## config.mk

```make
export PLATFORM = sky130hd
export DESIGN_NAME = load_store_unit
export DESIGN_NICKNAME = d
export VERILOG_FILES = /design/src/rtl/load_store_unit_pkg.sv /design/src/rtl/load_store_unit_align.sv /design/src/rtl/load_store_unit.sv
export SDC_FILE = /design/constraint.sdc
export NUM_CORES = 1
export LEC_CHECK = 0
export BUFFER_PORTS_ARGS = -buffer_cell sky130_fd_sc_hd__buf_2
export CAP_MARGIN = 20
export CORE_UTILIZATION = 55
export DETAILED_ROUTE_END_ITERATION = 6
export PLACE_DENSITY_LB_ADDON = 0.1
export SYNTH_ARGS = -nofsm -noshare
export SYNTH_HDL_FRONTEND = slang
export SYNTH_SLANG_ARGS = --single-unit
```

## constraint.sdc

```tcl
create_clock -name clk_i -period 3.2 [get_ports clk_i]
set_clock_uncertainty 0.2 [all_clocks]
set_input_delay 0.64 -clock clk_i [delete_from_list [all_inputs] [get_ports clk_i]]
set_output_delay 0.64 -clock clk_i [all_outputs]
set_load 0.03 [all_outputs]
```

## src/rtl/load_store_unit_pkg.sv

```systemverilog
// Shared types and constants for the RV32I load/store unit.
package load_store_unit_pkg;

    localparam int DATA_WIDTH = 32;

    localparam logic [2:0] F3_B  = 3'b000;
    localparam logic [2:0] F3_H  = 3'b001;
    localparam logic [2:0] F3_W  = 3'b010;
    localparam logic [2:0] F3_BU = 3'b100;
    localparam logic [2:0] F3_HU = 3'b101;

    typedef enum logic [1:0] {
        IDLE = 2'd0,
        RD   = 2'd1,
        WR   = 2'd2,
        RESP = 2'd3
    } lsu_state_t;

endpackage

```

## src/rtl/load_store_unit_align.sv

```systemverilog
// Lane arithmetic for the load/store unit: load extraction/extension,
// sub-word store merge and alignment/legality decode.
module load_store_unit_align
    import load_store_unit_pkg::*;
(
    input  logic [2:0]            i_funct3,
    input  logic                  i_store,
    input  logic [1:0]            i_addr_lo,
    input  logic [DATA_WIDTH-1:0] i_rdata,
    input  logic [DATA_WIDTH-1:0] i_wdata,
    output logic [DATA_WIDTH-1:0] o_load_data,
    output logic [DATA_WIDTH-1:0] o_store_word,
    output logic                  o_misaligned,
    output logic                  o_illegal
);

    function automatic logic [DATA_WIDTH-1:0] sext8(input logic [7:0] b);
        logic signed [7:0] s;
        s = $signed(b);
        return DATA_WIDTH'(s);
    endfunction

    function automatic logic [DATA_WIDTH-1:0] sext16(input logic [15:0] h);
        logic signed [15:0] s;
        s = $signed(h);
        return DATA_WIDTH'(s);
    endfunction

    logic [7:0]  w_byte;
    logic [15:0] w_half;

    assign w_byte = 8'(i_rdata >> {i_addr_lo, 3'b000});
    assign w_half = 16'(i_rdata >> {i_addr_lo[1], 4'b0000});

    always_comb begin
        o_load_data = '0;
        case (i_funct3)
            F3_B:    o_load_data = sext8(w_byte);
            F3_H:    o_load_data = sext16(w_half);
            F3_W:    o_load_data = i_rdata;
            F3_BU:   o_load_data = DATA_WIDTH'(w_byte);
            F3_HU:   o_load_data = DATA_WIDTH'(w_half);
            default: o_load_data = '0;
        endcase
    end

    // Sub-word stores keep the untouched lanes of the word read back from memory.
    always_comb begin
        o_store_word = i_wdata;
        case (i_funct3)
            F3_B: begin
                o_store_word = i_rdata;
                o_store_word[{i_addr_lo, 3'b000} +: 8] = i_wdata[7:0];
            end
            F3_H: begin
                o_store_word = i_rdata;
                o_store_word[{i_addr_lo[1], 4'b0000} +: 16] = i_wdata[15:0];
            end
            default: o_store_word = i_wdata;
        endcase
    end

    assign o_illegal    = i_store ? (i_funct3 > F3_W)
                                  : ((i_funct3 == 3'b011) || (i_funct3[2:1] == 2'b11));
    assign o_misaligned = ((i_funct3[1:0] == 2'b01) && i_addr_lo[0])
                       || ((i_funct3[1:0] == 2'b10) && (i_addr_lo != 2'b00));

endmodule

```

## src/rtl/load_store_unit.sv

```systemverilog
// RV32I load/store unit: turns byte-addressed requests into word accesses on a
// memory without byte enables, using read-modify-write for SB/SH.
module load_store_unit
    import load_store_unit_pkg::*;
#(
    parameter int ADDR_WIDTH = 12
) (
    input  logic                  clk_i,
    input  logic                  rst_n_i,
    input  logic                  req_valid_i,
    output logic                  req_ready_o,
    input  logic                  req_store_i,
    input  logic [2:0]            req_funct3_i,
    input  logic [ADDR_WIDTH-1:0] req_addr_i,
    input  logic [DATA_WIDTH-1:0] req_wdata_i,
    output logic                  resp_valid_o,
    input  logic                  resp_ready_i,
    output logic [DATA_WIDTH-1:0] resp_rdata_o,
    output logic                  resp_err_o,
    output logic                  mem_we_o,
    output logic [ADDR_WIDTH-1:0] mem_addr_o,
    output logic [DATA_WIDTH-1:0] mem_wdata_o,
    input  logic [DATA_WIDTH-1:0] mem_rdata_i
);

    lsu_state_t            r_state;
    lsu_state_t            w_state_nxt;
    logic [ADDR_WIDTH-1:0] r_addr;
    logic [2:0]            r_funct3;
    logic                  r_store;
    logic [DATA_WIDTH-1:0] r_wdata;
    logic [DATA_WIDTH-1:0] r_mem_wdata;
    logic [DATA_WIDTH-1:0] r_rdata;
    logic                  r_err;

    logic                  w_idle;
    logic [2:0]            w_funct3;
    logic                  w_store;
    logic [1:0]            w_addr_lo;
    logic [DATA_WIDTH-1:0] w_wdata;
    logic [DATA_WIDTH-1:0] w_load_data;
    logic [DATA_WIDTH-1:0] w_store_word;
    logic                  w_misaligned;
    logic                  w_illegal;
    logic                  w_err;

    // The aligner decodes the incoming request in IDLE and the latched one afterwards.
    assign w_idle    = (r_state == IDLE);
    assign w_funct3  = w_idle ? req_funct3_i    : r_funct3;
    assign w_store   = w_idle ? req_store_i     : r_store;
    assign w_addr_lo = w_idle ? req_addr_i[1:0] : r_addr[1:0];
    assign w_wdata   = w_idle ? req_wdata_i     : r_wdata;
    assign w_err     = w_misaligned | w_illegal;

    load_store_unit_align u_align (
        .i_funct3     (w_funct3),
        .i_store      (w_store),
        .i_addr_lo    (w_addr_lo),
        .i_rdata      (mem_rdata_i),
        .i_wdata      (w_wdata),
        .o_load_data  (w_load_data),
        .o_store_word (w_store_word),
        .o_misaligned (w_misaligned),
        .o_illegal    (w_illegal)
    );

    always_ff @(posedge clk_i or negedge rst_n_i) begin
        if (!rst_n_i) begin
            r_state <= IDLE;
        end else begin
            r_state <= w_state_nxt;
        end
    end

    always_comb begin
        w_state_nxt  = r_state;
        req_ready_o  = 1'b0;
        resp_valid_o = 1'b0;
        mem_we_o     = 1'b0;
        case (r_state)
            IDLE: begin
                req_ready_o = 1'b1;
                if (req_valid_i) begin
                    if (w_err)
                        w_state_nxt = RESP;
                    else if (req_store_i && (req_funct3_i == F3_W))
                        w_state_nxt = WR;
                    else
                        w_state_nxt = RD;
                end
            end
            RD:   w_state_nxt = r_store ? WR : RESP;
            WR: begin
                mem_we_o    = 1'b1;
                w_state_nxt = RESP;
            end
            RESP: begin
                resp_valid_o = 1'b1;
                if (resp_ready_i)
                    w_state_nxt = IDLE;
            end
            default: w_state_nxt = IDLE;
        endcase
    end

    always_ff @(posedge clk_i or negedge rst_n_i) begin
        if (!rst_n_i) begin
            r_addr      <= '0;
            r_funct3    <= '0;
            r_store     <= 1'b0;
            r_wdata     <= '0;
            r_mem_wdata <= '0;
            r_rdata     <= '0;
            r_err       <= 1'b0;
        end else begin
            case (r_state)
                IDLE: begin
                    if (req_valid_i) begin
                        r_addr      <= req_addr_i;
                        r_funct3    <= req_funct3_i;
                        r_store     <= req_store_i;
                        r_wdata     <= req_wdata_i;
                        r_mem_wdata <= req_wdata_i;
                        r_rdata     <= '0;
                        r_err       <= w_err;
                    end
                end
                RD: begin
                    if (r_store)
                        r_mem_wdata <= w_store_word;
                    else
                        r_rdata <= w_load_data;
                end
                default: ;
            endcase
        end
    end

    assign mem_addr_o   = {r_addr[ADDR_WIDTH-1:2], 2'b00};
    assign mem_wdata_o  = r_mem_wdata;
    assign resp_rdata_o = r_rdata;
    assign resp_err_o   = r_err;

endmodule

```

==> flow_summary.toml <==
[grt]
overflow = 0
grt_antenna_before_repair = 0
grt_pass1_wl_um = 34700
grt_use_met1_pct = 46.4
use_met3_pct = 6.43
grt_max_degree = 55
grt.busiest_layer = "met2"
grtUsageTotal_pct = 34.8
grtUsageMet2_pct = 56.0
grt_pass1_vias = 6330

[yosys]
ys.warnings.count = 0
ys_ff_latch = 115
netlist_area_um2 = 7110
synth-edff-count = 0
yosys.cell_types.count = 68
syn_inst = 731
async_flop_share_pct = 100
synth.avg_cell_area_um2 = 9.73
seq_area_frac_synth_pct = 40.5
synth_ff_type = "dfrtp_1"

[worst_setup_path]
cp_max_fo = 16
reg2reg_from = "r_state[0]$_DFFE_PN0P_"
critPathLaunchType = "flop"
worstSetupPathType = "reg -> reg"
critPathCaptureType = "flop"
rrSetupSlack_ns = 0.31
arrival_ns = 2.97
timing.rr.end = "mem_wdata_o[9]$_DFFE_PN0P_"
ff2ff_path_depth = 9
required_ns = 3.28

[final_layout]
final_cell_mix = "buf_2 (160), dfrtp_1 (115), nand2_1 (83)"
diodes = 0
multi_input_area_um2 = 3720
final_common_cell = "buf_2"
finalNetCount = 956
fin_util_pct = 67.5
regArea_um2 = 2880
area_growth_pct = 19.7
drive_gt1_share_pct = 34.3
n_fill_cell = 1085

[clocking]
clk_latency_ns = 0.42
cts.htree.levels = 4
path_clk_slew_ns = 0.05
cts_tree = "done"
clock-sinks = 115
numCtsBuffers = 17
cts_setup_buffers = 0
cts_root_buf = "clkbuf_16"
cts_max_path_buffers = 2

[worst_hold_path]
worstHoldEndpoint = "r_addr[5]$_DFFE_PN0P_"
hold_start = "req_addr_i[5]"
holdPathStages = 2
hold_path.class = "in -> reg"

[job]
maxCapViolCount = 0

[route]
num_vias = 6690
route.detailed.drc = 0
post_drt_via_cell_ratio = 6.37
firstDrtPassIters = 7
wirelength_um = 22800
drt_iter0_drc = 891
routedWlPerCell_um = 21.7
antenna_left = 0

[timing]
setup_tns_ns = 0
maxSlewViolCount = 0
tightestPinTransition_ns = 0.958
post-route-period-util_pct = 90.3
finalCriticalPeriod_ns = 2.89
setup-violations-final = 0
rsz0062_at_grt = "no"
timing.fmax_ghz = 0.346
hold_violations = 0
max_slew_margin_pct = 36.1

[run_status]
status = "completed"

[die]
start_util_pct = 56.4
dieWidth_um = 116
io_pins = 164
die_area_um2 = 13400
row_count = 41
die_h_um = 116
core_um2 = 12600

[power_and_ir_drop]
ir_worst_vdd_mv = 0.762
p_int_mw = 5.67
pwr-share-comb_pct = 57.4
pwr_density_cell_nw_per_um2 = 1260
power.switching_mw = 5.02
power_frac_clock_pct = 17.9
seq_power_share_pct = 24.8
swShare_pct = 46.9
power_leakage_nw = 3.91

[place]
dp_hpwl_um = 16500
routabilityCongestion = 0.926
portBuffers = 161
## area by class of cell
cell class	count	area share [%]
Multi-Input combinational cell	516	43.6
Sequential cell	115	33.8
Timing Repair Buffer	182	11.7
Clock inverter	11	1.59
Clock buffer	21	5.29
Inverter	33	1.45
Tap cell	172	2.53
## synthesized netlist by cell type, drive strengths merged, types with 9 or more instances
cell | n | area [um2]
inv | 33 | 124
nor2 | 31 | 119
a31o | 9 | 87.6
a222oi | 20 | 200
dfrtp | 115 | 2880
nand2 | 84 | 315
nand3 | 21 | 105
a22oi | 10 | 93.8
a221o | 17 | 171
a221oi | 21 | 184
clkbuf | 14 | 52.6
a21oi | 51 | 255
mux2i | 20 | 213
o22ai | 25 | 156
buf | 54 | 362
o21ai | 48 | 248
a22o | 17 | 149
mux2 | 72 | 815
## metrics by stage
step | std cells | hold WS, ns | setup WS, ns | instance area (um2) | power, mW
floorplan | 732 | 0.144 | 0.324 | 7120 | 7.14
global placement | 1017 | 0.265 | 0.347 | 7910 | 8.48
detailed placement | 1017 | 0.266 | 0.254 | 7910 | 8.65
CTS | 1050 | 0.244 | 0.220 | 8500 | 10.6
global route | 1050 | 0.244 | 0.105 | 8520 | 11.3
finish | 1050 | 0.252 | 0.312 | 8520 | 10.7
## worst max-delay path, cell delays in order (launching register included)
cell and delay (ns):
dfrtp_1 0.41, inv_1 0.17, ha_4 0.30, mux2_4 0.35, ha_1 0.35, nor2_1 0.09
nand3_1 0.24, o22ai_1 0.12, a222oi_1 0.37, o21ai_0 0.15
## logic make-up after synthesis
family / share of synthesized area (%)
AO/OA/AOI/OAI: 25.4
adder cells (fa/ha/maj): 1.23
buffers and inverters: 7.56
flip-flops: 40.5
multiplexers: 14.4
other: 0.0527
AND/OR/NAND/NOR: 10.9
## power by group through the flow
stage               logic (mW)  registers [mW]  clock network, mW
CTS                       6.04            2.64               1.92
global route              6.57            2.72               1.99
detailed placement        5.99            2.65                  0
finish                    6.13            2.65               1.91
global placement          5.87            2.62                  0
floorplan                 3.96            3.18                  0
## worst max-delay path by stage
stage / depth (start not counted) / startpoint / end / slack, ns
2_1_floorplan: 11 / r_state[0]$_DFFE_PN0P_ / mem_wdata_o[10]$_DFFE_PN0P_ / 0.32
3_3_place_gp: 7 / r_state[0]$_DFFE_PN0P_ / mem_wdata_o[9]$_DFFE_PN0P_ / 0.35
3_5_place_dp: 8 / r_state[0]$_DFFE_PN0P_ / mem_wdata_o[30]$_DFFE_PN0P_ / 0.25
4_1_cts: 9 / r_state[0]$_DFFE_PN0P_ / mem_wdata_o[9]$_DFFE_PN0P_ / 0.22
5_1_grt: 9 / r_state[0]$_DFFE_PN0P_ / mem_wdata_o[9]$_DFFE_PN0P_ / 0.10
6_report: 9 / r_state[0]$_DFFE_PN0P_ / mem_wdata_o[9]$_DFFE_PN0P_ / 0.31
## state kept, by name, summed over array words and instances (netlist names)
name,flops
mem_wdata_o,32
r_wdata,32
resp_rdata_o,32
r_addr,12
r_funct3,3
r_state,2
r_store,1
resp_err_o,1
## repair_timing
action	4_1_cts	5_1_grt
hold buffers	1	0
setup endpoints to repair	0	5
gates resized for setup	0	2
endpoints found under the hold margin	35	0
## layer usage
layer	wire, um	vias up
li1	-	3022
met5	0	-
met4	646	0
met3	1910	45
met2	10900	360
met1	9340	3263
(Power assumes the default switching activity.)
